===== src/rtl/cos_sweep_pkg.sv =====
// rtl/cos_sweep_pkg.sv - shared state enum, word format constants and FIFO entry type for the cosine sweep
package cos_sweep_pkg;

    localparam int DEF_W     = 25;
    localparam int FRAC_BITS = 23;

    typedef enum logic [2:0] {
        IDLE  = 3'd0,
        ISSUE = 3'd1,
        WAIT  = 3'd2,
        GAP   = 3'd3,
        FIN   = 3'd4
    } state_t;

    typedef struct packed {
        logic [DEF_W-1:0] angle;
        logic [DEF_W-1:0] cos;
    } fifo_entry_t;

endpackage


===== src/rtl/sweep_fifo.sv =====
// rtl/sweep_fifo.sv - synchronous result FIFO with full/empty flags and a zero-masked head
module sweep_fifo #(
    parameter int WIDTH = 50,
    parameter int DEPTH = 4
) (
    input  logic             clock,
    input  logic             reset,
    input  logic             push,
    input  logic [WIDTH-1:0] push_data,
    input  logic             pop,
    output logic [WIDTH-1:0] head,
    output logic             full,
    output logic             empty
);

    // DEPTH must be a power of two, at least 2; the pointers carry one extra wrap bit.
    localparam int AW = $clog2(DEPTH);

    logic [WIDTH-1:0] mem [DEPTH];
    logic [AW:0]      wr_ptr;
    logic [AW:0]      rd_ptr;
    logic             do_push;
    logic             do_pop;

    assign empty   = (wr_ptr == rd_ptr);
    assign full    = (wr_ptr[AW] != rd_ptr[AW]) && (wr_ptr[AW-1:0] == rd_ptr[AW-1:0]);
    assign do_push = push & ~full;
    assign do_pop  = pop & ~empty;

    // Storage is left unreset, so the head is forced to zero whenever nothing valid is held.
    assign head = empty ? '0 : mem[rd_ptr[AW-1:0]];

    // Write the pushed entry into the slot under the write pointer.
    always_ff @(posedge clock) begin
        if (do_push) begin
            mem[wr_ptr[AW-1:0]] <= push_data;
        end
    end

    // Advance pointers; simultaneous push and pop both take effect.
    always_ff @(posedge clock) begin
        if (reset) begin
            wr_ptr <= '0;
            rd_ptr <= '0;
        end else begin
            if (do_push) begin
                wr_ptr <= wr_ptr + 1'b1;
            end
            if (do_pop) begin
                rd_ptr <= rd_ptr + 1'b1;
            end
        end
    end

endmodule


===== src/rtl/cos_sweep_ctrl.sv =====
// rtl/cos_sweep_ctrl.sv - angle sweep sequencer for a cosine core; core watchdog enabled by SWEEP_TIMEOUT_EN
module cos_sweep_ctrl
    import cos_sweep_pkg::*;
#(
    parameter int W              = DEF_W,
    parameter int FIFO_DEPTH     = 4,
    parameter int GAP_CYCLES     = 5,
    parameter int TIMEOUT_CYCLES = 64
) (
    input  logic         clock,
    input  logic         reset,
    input  logic         run,
    input  logic [W-1:0] step_in,
    input  logic [W-1:0] limit_in,
    output logic         busy,
    output logic         done,
    output logic         err,
    output logic [15:0]  count,
    output logic         core_start,
    output logic [W-1:0] core_angle,
    input  logic         core_ready,
    input  logic [W-1:0] core_cos,
    output logic         res_valid,
    input  logic         res_ready,
    output logic [W-1:0] res_angle,
    output logic [W-1:0] res_cos
);

    // A zero gap degenerates to a single GAP cycle.
    localparam logic [15:0] GAP_LAST = (GAP_CYCLES > 1) ? 16'(GAP_CYCLES - 1) : 16'd0;

    state_t         state;
    state_t         state_next;
    logic [W-1:0]   step_q;
    logic [W-1:0]   limit_q;
    logic [15:0]    gap_cnt;
    logic           ready_q;
    logic           done_q;
    logic           rise;
    logic           accept;
    logic           push;
    logic           advance;
    logic           tmo_hit;
    logic [W:0]     next_sum;
    logic           step_bad;
    logic           fifo_full;
    logic           fifo_empty;
    logic [2*W-1:0] fifo_head;

    assign rise     = core_ready & ~ready_q;
    assign next_sum = {1'b0, core_angle} + {1'b0, step_q};
    assign step_bad = (step_in == '0) || (step_in > limit_in);
    assign busy     = (state != IDLE);
    assign done     = done_q;

`ifdef SWEEP_TIMEOUT_EN
    // Leaving WAIT at this count puts the done pulse exactly TIMEOUT_CYCLES after core_start,
    // since FIN and the done register each add one cycle.
    localparam logic [15:0] TMO_LAST = 16'(TIMEOUT_CYCLES - 2);
    logic [15:0] tmo_cnt;
    logic        err_q;

    // Watchdog: tmo_cnt equals the number of cycles since core_start while in WAIT.
    always_ff @(posedge clock) begin
        if (reset) begin
            tmo_cnt <= 16'd1;
            err_q   <= 1'b0;
        end else begin
            tmo_cnt <= (state == WAIT) ? tmo_cnt + 16'd1 : 16'd1;
            if (accept) begin
                err_q <= 1'b0;
            end else if (tmo_hit) begin
                err_q <= 1'b1;
            end
        end
    end

    assign err = err_q;
`else
    assign err = 1'b0;
`endif

    // State register.
    always_ff @(posedge clock) begin
        if (reset) begin
            state <= IDLE;
        end else begin
            state <= state_next;
        end
    end

    // Next-state decode and one-cycle control strobes.
    always_comb begin
        state_next = state;
        core_start = 1'b0;
        accept     = 1'b0;
        push       = 1'b0;
        advance    = 1'b0;
        tmo_hit    = 1'b0;
        case (state)
            IDLE: begin
                if (run) begin
                    accept     = 1'b1;
                    state_next = step_bad ? FIN : ISSUE;
                end
            end
            ISSUE: begin
                // Holding here while full guarantees the later push always has room.
                if (!fifo_full) begin
                    core_start = 1'b1;
                    state_next = WAIT;
                end
            end
            WAIT: begin
                if (rise) begin
                    push       = 1'b1;
                    state_next = GAP;
                end
`ifdef SWEEP_TIMEOUT_EN
                else if (tmo_cnt >= TMO_LAST) begin
                    tmo_hit    = 1'b1;
                    state_next = FIN;
                end
`endif
            end
            GAP: begin
                if (gap_cnt >= GAP_LAST) begin
                    if (next_sum[W] || (next_sum[W-1:0] > limit_q)) begin
                        state_next = FIN;
                    end else begin
                        advance    = 1'b1;
                        state_next = ISSUE;
                    end
                end
            end
            FIN: begin
                state_next = IDLE;
            end
            default: begin
                state_next = IDLE;
            end
        endcase
    end

    // Sweep datapath: latched operands, current angle, result count, gap timer and edge detector.
    always_ff @(posedge clock) begin
        if (reset) begin
            core_angle <= '0;
            step_q     <= '0;
            limit_q    <= '0;
            count      <= '0;
            gap_cnt    <= '0;
            ready_q    <= 1'b0;
            done_q     <= 1'b0;
        end else begin
            ready_q <= core_ready;
            done_q  <= (state == FIN);
            gap_cnt <= (state == GAP) ? gap_cnt + 16'd1 : 16'd0;
            if (accept) begin
                core_angle <= step_in;
                step_q     <= step_in;
                limit_q    <= limit_in;
                count      <= '0;
            end
            if (advance) begin
                core_angle <= next_sum[W-1:0];
            end
            if (push && (count != 16'hFFFF)) begin
                count <= count + 16'd1;
            end
        end
    end

    sweep_fifo #(
        .WIDTH (2 * W),
        .DEPTH (FIFO_DEPTH)
    ) u_fifo (
        .clock     (clock),
        .reset     (reset),
        .push      (push),
        .push_data ({core_angle, core_cos}),
        .pop       (res_valid & res_ready),
        .head      (fifo_head),
        .full      (fifo_full),
        .empty     (fifo_empty)
    );

    assign res_valid = ~fifo_empty;
    assign res_angle = fifo_head[2*W-1:W];
    assign res_cos   = fifo_head[W-1:0];

endmodule


===== config.mk =====
export PLATFORM = sky130hd
export DESIGN_NAME = cos_sweep_ctrl
export DESIGN_NICKNAME = d
export VERILOG_FILES = /design/src/rtl/cos_sweep_pkg.sv /design/src/rtl/sweep_fifo.sv /design/src/rtl/cos_sweep_ctrl.sv
export SDC_FILE = /design/constraint.sdc
export NUM_CORES = 1
export LEC_CHECK = 0
export ABC_AREA = 1
export BUFFER_PORTS_ARGS = -buffer_cell sky130_fd_sc_hd__buf_2
export CAP_MARGIN = 20
export CORE_AREA = 2 2 159 200
export DETAILED_ROUTE_END_ITERATION = 10
export DIE_AREA = 0 0 161 202
export PLACE_DENSITY = 0.78
export SYNTH_ARGS = -nofsm -noshare
export SYNTH_HDL_FRONTEND = slang
export SYNTH_SLANG_ARGS = --single-unit

===== constraint.sdc =====
create_clock -name clock -period 3.5 [get_ports clock]
set_input_delay 0.35 -clock clock [delete_from_list [all_inputs] [get_ports clock]]
set_output_delay 0.35 -clock clock [all_outputs]
set_load 0.005 [all_outputs]

==> out/qor.log, run 1 <==
INFO  logic_synthesis synth_cell_type_count=49
INFO  run            drv_cap=0
INFO  logic_synthesis postSynthAreaPerCell=8.66µm²
INFO  setup_path     regToRegStartpoint=core_angle[1]
INFO  drt            drtAntennaViolNets=0
INFO  clock_tree     cts_tree=built
INFO  clock_tree     cts-root-to-sink-buffers=3
INFO  floorplanning  fp.dieArea=32500µm²
INFO  clock_tree     htree_levels=1
INFO  sta            final.min_clock_period=3.41ns
INFO  worst_hold_path min_path_cells=3
INFO  placed_design  placed_cells_incl_taps=2439
INFO  sta            max-slew-margin-rel=54.7%
INFO  clock_tree     insertion_delay=0.58ns
INFO  floorplanning  die_width=161µm
INFO  clock_tree     clock_sink_count=320
INFO  setup_path     worst_path_most_repeated_cell=nand4_1
INFO  clock_tree     cts_root_buf=clkbuf_16
INFO  sta            hold_viol_final=0
INFO  setup_path     reg2regPathDepth=20
INFO  setup_path     regToRegSetupSlack=0.09ns
INFO  setup_path     path_max_fanout=8
INFO  global_routing antenna_found_initial=0
INFO  global_routing global_route.usage.total=24.3%
INFO  sta            setup_repair_after_global_routing_missed_its_margin=true
INFO  global_routing globalRouteOverflowTotal=0
INFO  drt            drtPass1Iterations=6
INFO  logic_synthesis mappedNetlistArea=16300µm²
INFO  placed_design  place.detailed.hpwl=27.1mm
INFO  global_routing first_pass_grt_wire_length=64.1mm
INFO  logic_synthesis synth_nets=2046
INFO  layout         drive_gt1_share=21.2%
INFO  layout         antenna_diode_count=0
INFO  setup_path     timing.setup.critical_path_class=reg2reg
INFO  pwr            vdd_ir_drop_max=0.000524V
INFO  logic_synthesis synth-seq-cells=320
INFO  logic_synthesis synth-edff-count=200
INFO  clock_tree     clkTransAtPathRegs=0.07ns
INFO  sta            final_setup_skew=0.0170ns
INFO  drt            drt-vias-per-instance=5.48
INFO  setup_path     worstPathRequired=4.02ns
INFO  layout         n_fill_cell=2413
INFO  sta            slew_violations=0
INFO  setup_path     startpoint_type=flip-flop
INFO  pwr            power_frac_seq=33.5%
INFO  drt            drt_drc_violations_left=0
INFO  logic_synthesis ys.warnings.count=0
INFO  layout         layout-area-overhead-vs-synth=22.4%
INFO  pwr            leakagePower=8.86nW
INFO  setup_path     endpoint_of_the_worst_slack_reg_to_reg_timing_path=core_angle[13]
INFO  floorplanning  fp-row-count=72
INFO  layout         finish.net_count=2266
INFO  sta            tightest_slew=0.679ns
INFO  worst_hold_path hold_path_startpoint=core_ready
INFO  run_status     run_status=complete, no violations
INFO  drt            totalWireLength=41.6mm
INFO  setup_path     critical-path-top-delay-family=simple AND/OR/NAND/NOR gates
INFO  layout         final-instance-count-excl-fill=2534
INFO  floorplanning  chip_height=202µm
INFO  sta            period_utilization=97.4%
INFO  worst_hold_path hold_path_end=ready_q
INFO  placed_design  gp_congestion=0.947
INFO  logic_synthesis synth_async_sr_flop_share=0%
INFO  setup_path     crit_arrival=3.93ns
INFO  logic_synthesis synth-seq-area-share=51.6%
INFO  drt            post_drt_wl_per_cell=16.4µm
INFO  setup_path     critical-path-slowest-cell=dfxtp_1
INFO  drt            detail_route.iter0.violations=1216
INFO  floorplanning  fp.coreArea=30600µm²
INFO  pwr            switching_share_of_power=38.0%
INFO  placed_design  port_buf_inserts=174
INFO  pwr            p_per_area=714nW/µm²
INFO  pwr            total_power=14.3mW
INFO  pwr            combPwrFrac=42.1%
INFO  worst_hold_path timing.hold.worst.class=in2reg
INFO  logic_synthesis synth_cells=1882
INFO  setup_path     worstPathCellList=buf_4 -> ha_1 -> nand2_1 -> nor2_4 -> nand2_1 -> nand3_1 -> nand4_1 -> nand4_1 -> nand2_2 -> ha_1 -> nand4_1 -> nor2_2 -> nand4_1 -> buf_4 -> a21oi_4 -> buf_12 -> nand4_1 -> nand3_1 -> nand2_1 -> inv_1
INFO  global_routing first_global_vias=13.1k
INFO  sta            setup-violations-final=0
INFO  pwr            power.internal=8.84mW
INFO  logic_synthesis synthFlopType=edfxtp_1
INFO  global_routing grt_max_degree=79
INFO  floorplanning  effective_utilization_at_floorplan=53.2%
INFO  pwr            share_clk_of_total_power=24.4%
INFO  setup_path     timing.critical_path.slowest_cell_delay=0.31ns
INFO  drt            via_total_after_detailed_routing=13.9k
INFO  clock_tree     tritoncts.num_buffers=31
INFO  floorplanning  io_pins=176
INFO  setup_path     setup.worst_path.end_class=flip-flop
INFO  pwr            power.net_switching=5.41mW
INFO  sta            highest_attainable_clock_frequency=293MHz
INFO  setup_path     combined_buffer_and_inverter_count_along_the_critical_path=4
## cell usage after synthesis, drive strengths merged (47+ instances only)
master / n / area share [%]
ha: 83 / 6.4
dfxtp: 120 / 15
o32ai: 50 / 2.7
edfxtp: 200 / 37
nand3: 103 / 3.8
a21oi: 119 / 3.8
o21ai: 96 / 3.0
nand2: 398 / 9.3
inv: 279 / 6.4
clkbuf: 47 / 1.1
nand4: 53 / 2.1
nor2: 233 / 5.6
## per-layer routing
layer	global-route usage, %	wire length, µm	vias up	share of wire, %
li1	-	-	6710	-
met1	30.5	17100	6571	41
met2	43.2	20500	507	49
met3	3.37	2740	91	6.6
met4	7.81	1270	0	3.1
met5	0	0	-	0
## cell families (layout without fill, tap and decap cells)
kind of cell / Yosys count / count (layout) / share of synthesized area [%]
AO/OA/AOI/OAI: 279 / 279 / 10.1
XOR/XNOR: 16 / 16 / 0.860
adder cells (fa/ha/maj): 84 / 84 / 6.49
buffers and inverters: 356 / 601 / 8.51
flip-flops: 320 / 320 / 51.6
other: 1 / 1 / 0.0230
AND/OR/NAND/NOR: 826 / 826 / 22.4
## cells in the final DEF (no fill, tap or decap), types with 8 or more instances in the layout
| cell | Yosys | routed |
|---|---|---|
| nand2_1 | 389 | 359 |
| inv_1 | 267 | 264 |
| nor2_1 | 223 | 209 |
| edfxtp_1 | 200 | 200 |
| buf_2 | 12 | 174 |
| dfxtp_1 | 120 | 115 |
| a21oi_1 | 115 | 112 |
| o21ai_0 | 95 | 95 |
| nand3_1 | 85 | 75 |
| ha_1 | 83 | 56 |
| nand4_1 | 52 | 52 |
| o32ai_1 | 50 | 50 |
| buf_4 | 3 | 49 |
| nand2_2 | 8 | 33 |
| clkbuf_16 | 0 | 32 |
| nand3_2 | 17 | 26 |
| ha_4 | 0 | 25 |
| dlygate4sd3_1 | 0 | 25 |
| nor2_4 | 4 | 15 |
| inv_2 | 12 | 15 |
| nor3_1 | 13 | 10 |
| nor4_1 | 10 | 10 |
| nor2_2 | 6 | 9 |
| buf_12 | 0 | 9 |
| clkbuf_1 | 47 | 8 |
## worst max path at each step
stage / startpoint / slack [ns] / end / cells after the start
4_1_cts: core_angle[6] / 0.01 / core_angle[9] / 24
5_1_grt: core_angle[11] / -0.09 / core_angle[7] / 25
3_5_place_dp: core_angle[0] / -0.08 / core_angle[3] / 24
2_1_floorplan: state[2] / -0.09 / u_fifo.mem[0][0] / 5
3_3_place_gp: core_angle[16] / 0.03 / core_angle[5] / 21
6_report: core_angle[1] / 0.09 / core_angle[13] / 20
## what timing repair did
item,4_1_cts,5_1_grt
hold buffers,25,0
pin swaps,5,39
setup endpoints to repair,25,26
resized for setup,27,99
setup buffers,3,7
hold endpoints to repair,100,0
gates cloned,2,1
## metrics by stage
| step | TNS, ns | worst slack (ns) | hold slack, ns | utilization [%] | instance area, µm² |
|---|---|---|---|---|---|
| 4_1_cts | 0 | 0.0150 | 0.0330 | 63.4 | 19400 |
| 5_1_grt | -1.02 | -0.0860 | 0.0483 | 65.1 | 20000 |
| 3_5_place_dp | -0.967 | -0.0757 | 0.456 | 58.3 | 17900 |
| 2_1_floorplan | -14.04 | -0.0936 | 0.430 | - | 16300 |
| 3_3_place_gp | 0 | 0.0253 | 0.440 | 58.3 | 17900 |
| 6_report | 0 | 0.0900 | 0.0406 | 65.1 | 20000 |
## worst register-to-register path: cells and delay by family (launching register included)
| kind | cells | cell delay, ns |
|---|---|---|
| simple gates | 13 | 1.65 |
| fa+ha+maj | 2 | 0.61 |
| buf+inv | 4 | 0.58 |
| flops | 1 | 0.31 |
| compound gates | 1 | 0.23 |
## power groups by stage
| stage | Combinational, mW | Sequential [mW] | Clock [mW] |
|---|---|---|---|
| CTS | 5.71 | 4.73 | 3.52 |
| floorplan | 3.45 | 4.72 | 0 |
| global route | 6.62 | 4.81 | 3.67 |
| finish | 6.01 | 4.77 | 3.48 |
| detailed placement | 5.33 | 4.79 | 0 |
| global placement | 5.22 | 4.77 | 0 |
## layout make-up
class | instances | area [µm²] | share of cell area [%]
multi-input cells | 1206 | 7160 | 35.9
clock buffers | 41 | 833 | 4.18
well taps | 407 | 509 | 2.55
clock inverters | 17 | 235 | 1.18
repair buffers | 260 | 1730 | 8.69
inverters | 283 | 1060 | 5.33
flip-flops and latches | 320 | 8410 | 42.2
## flip-flops by register name (all words and copies together), names as in the netlist, named ones only
| name | cells |
|---|---|
| u_fifo.mem | 200 |
| core_angle | 25 |
| limit_q | 25 |
| step_q | 25 |
| count | 16 |
| gap_cnt | 16 |
| state | 3 |
| u_fifo.rd_ptr | 3 |
| u_fifo.wr_ptr | 3 |
| done | 1 |
| ready_q | 1 |
Note: power is estimated with default switching activity, not from simulation.
==> run 2, diff against run 1 <==
- CAP_MARGIN: 20 -> not set
- clock period: 3.5 -> 2.93 ns (I/O delays scaled with it)
==> run 2 against run 1 <==
Effect of this change: the run now ends with negative setup slack left; total power up 28%; global-route usage rose by 1.9 points; flip-flop and latch count unchanged; core utilization grew 2.9 points; critical endpoint is now core_angle[1]; largest power group unchanged.
==> out/qor.log, run 2 (synthesized netlist as in run 1, its figures left out) <==
INFO  floorplanning  fp.dieArea=32500µm²
INFO  global_routing antenna_found_initial=0
INFO  setup_path     setup.worst_path.end_class=flip-flop
INFO  placed_design  port_buf_inserts=174
INFO  run            drv_cap=0
INFO  drt            post_drt_wl_per_cell=16.7µm
INFO  pwr            share_clk_of_total_power=23.7%
INFO  clock_tree     clkTransAtPathRegs=0.07ns
INFO  setup_path     path_max_fanout=8
INFO  floorplanning  io_pins=176
INFO  placed_design  place.detailed.hpwl=28.8mm
INFO  drt            drt_drc_violations_left=0
INFO  drt            via_total_after_detailed_routing=14.4k
INFO  sta            final.min_clock_period=3.55ns
INFO  sta            highest_attainable_clock_frequency=282MHz
INFO  drt            drtPass1Iterations=6
INFO  setup_path     worstPathCellList=ha_4 -> inv_2 -> fa_2 -> inv_2 -> nand3_2 -> nand3_4 -> nand2_2 -> nand2_2 -> buf_4 -> nand2_1 -> nand4_1 -> nand2_1 -> ha_1 -> nand4_1 -> nor2_2 -> nand4_1 -> buf_4 -> a21oi_4 -> buf_12 -> buf_12 -> buf_4 -> nand4_1 -> nand2_1 -> a21oi_2
INFO  setup_path     worst_path_most_repeated_cell=nand4_1
INFO  global_routing first_pass_grt_wire_length=69.0mm
INFO  layout         mostFrequentLayoutCell=nand2_1
INFO  floorplanning  die_width=161µm
INFO  layout         final_cell_mix=357 x nand2_1, 265 x inv_1, 210 x nor2_1
INFO  pwr            leakagePower=9.41nW
INFO  sta            setup-violations-final=27
INFO  layout         drive_gt1_share=25.7%
INFO  pwr            power.net_switching=6.83mW
INFO  setup_path     critical-path-slowest-cell=dfxtp_2
INFO  layout         antenna_diode_count=0
INFO  placed_design  gp_congestion=0.994
INFO  clock_tree     insertion_delay=0.57ns
INFO  pwr            vdd_ir_drop_max=0.000753V
INFO  setup_path     timing.setup.critical_path_class=reg2reg
INFO  global_routing global_route.usage.total=26.2%
INFO  drt            totalWireLength=43.9mm
INFO  placed_design  dpl_cell_area=18600µm²
INFO  floorplanning  fp.coreArea=30600µm²
INFO  layout         layout-area-overhead-vs-synth=27.9%
INFO  sta            hold_viol_final=0
INFO  setup_path     crit_arrival=3.99ns
INFO  drt            drtAntennaViolNets=0
INFO  clock_tree     tritoncts.num_buffers=31
INFO  pwr            switching_share_of_power=37.6%
INFO  pwr            total_power=18.2mW
INFO  setup_path     regToRegSetupSlack=-0.62ns
INFO  setup_path     timing.critical_path.slowest_cell_delay=0.36ns
INFO  floorplanning  chip_height=202µm
INFO  global_routing groute.layer.met2.usage=47.2%
INFO  pwr            p_per_area=873nW/µm²
INFO  global_routing peak_usage_layer_in_the_global_routing_report=met2
INFO  sta            max-slew-margin-rel=57.2%
INFO  global_routing grt_max_degree=101
INFO  layout         finalCoreUtilization=68.0%
INFO  floorplanning  fp-row-count=72
INFO  layout         post-route-cell-area=20800µm²
INFO  pwr            power_frac_seq=31.0%
INFO  floorplanning  effective_utilization_at_floorplan=53.2%
INFO  sta            period_utilization=121%
INFO  setup_path     startpoint_type=flip-flop
INFO  run_status     failed_checks=negative setup slack
INFO  sta            setup_repair_after_global_routing_missed_its_margin=true
INFO  clock_tree     cts_tree=built
INFO  worst_hold_path timing.hold.worst.class=in2reg
INFO  layout         finish.net_count=2363
INFO  global_routing first_global_vias=14.1k
INFO  sta            final.setup.worst_slack=-0.618ns
INFO  global_routing globalRouteOverflowTotal=0
INFO  clock_tree     htree_levels=1
INFO  sta            final_setup_skew=0.0112ns
INFO  global_routing met3_usage=2.71%
INFO  pwr            combPwrFrac=45.3%
INFO  drt            drt-vias-per-instance=5.47
INFO  sta            tightest_slew=0.642ns
INFO  layout         largest_register_ff_count=200
INFO  clock_tree     cts-root-to-sink-buffers=3
INFO  clock_tree     clock_sink_count=320
INFO  global_routing grtUsageMet1=32.1%
INFO  run_status     run_status=complete, but fails checks
INFO  clock_tree     cts_root_buf=clkbuf_16
INFO  setup_path     worstPathRequired=3.37ns
INFO  sta            slew_violations=0
INFO  pwr            power.internal=11.4mW
INFO  drt            detail_route.iter0.violations=1132
==> run 2: changes by cell type in the layout (fill, tap and decap cells not counted), moves of 3 or more <==
cell / before / now
buf_12: 9 / 13
buf_4: 49 / 138
clkbuf_1: 8 / 2
clkinv_4: 0 / 4
dfxtp_1: 115 / 100
dfxtp_2: 5 / 19
inv_6: 0 / 4
nand3_1: 75 / 72
nor2_2: 9 / 15
nor2_4: 15 / 8
==> run 2: routing by layer <==
| layer | wire length [µm] | vias up | share of wire, % |
|---|---|---|---|
| met5 | 0 | - | 0 |
| li1 | - | 6906 | - |
| met1 | 17500 | 6802 | 40 |
| met4 | 1940 | 0 | 4.4 |
| met3 | 2630 | 133 | 6.0 |
| met2 | 21900 | 563 | 50 |
==> run 2: final timing paths <==
check / startpoint / cells after the start / to
setup / recovery: step_q[0] / 24 / core_angle[1]
hold / removal: limit_in[11] / 3 / limit_q[11]
setup reg to reg: step_q[0] / 24 / core_angle[1]
hold reg to reg: step_q[19] / 2 / step_q[19]
==> run 2: cell type report <==
class | instances | area [µm²]
well taps | 407 | 509
multi-input cells | 1206 | 7200
fillers | 2360 | 9790
clock buffers | 34 | 808
flip-flops and latches | 320 | 8440
inverters | 283 | 1060
clock inverters | 24 | 322
repair buffers | 357 | 2500
==> run 2: repair_timing <==
item                                    in CTS  in global routing
pin swaps                                   47                 34
setup buffers                               10                  6
gates cloned                                 2                  1
endpoints found under the setup margin      27                 27
hold endpoints to repair                   102                  0
hold buffers                                27                  0
resized for setup                           64                 53
==> run 2: power by group through the flow <==
stage	registers [mW]	logic, mW	clock network, mW
after floorplan	5.65	4.21	0
after global placement	5.64	6.89	0
after detailed placement	5.67	7.08	0
after CTS	5.61	7.75	4.38
after global routing	5.69	9.02	4.56
final	5.64	8.24	4.32
==> run 2: critical path, delay by kind of cell (launching register included) <==
family / cells / cell delay (ns)
AND/OR/NAND/NOR: 12 / 1.24
flip-flops: 1 / 0.36
AO/OA/AOI/OAI: 2 / 0.19
adder cells (fa/ha/maj): 3 / 0.84
buffers and inverters: 7 / 0.77
==> run 2: metrics by stage <==
| step | TNS [ns] | hold WS [ns] | setup slack (ns) | std cells |
|---|---|---|---|---|
| floorplan | -103.93 | 0.392 | -0.664 | 1882 |
| global placement | -11.17 | 0.444 | -0.461 | 2529 |
| detailed placement | -12.08 | 0.458 | -0.481 | 2529 |
| CTS | -10.18 | 0.00425 | -0.434 | 2626 |
| global route | -17.15 | 0.0357 | -0.729 | 2631 |
| finish | -13.56 | 0.0229 | -0.618 | 2631 |
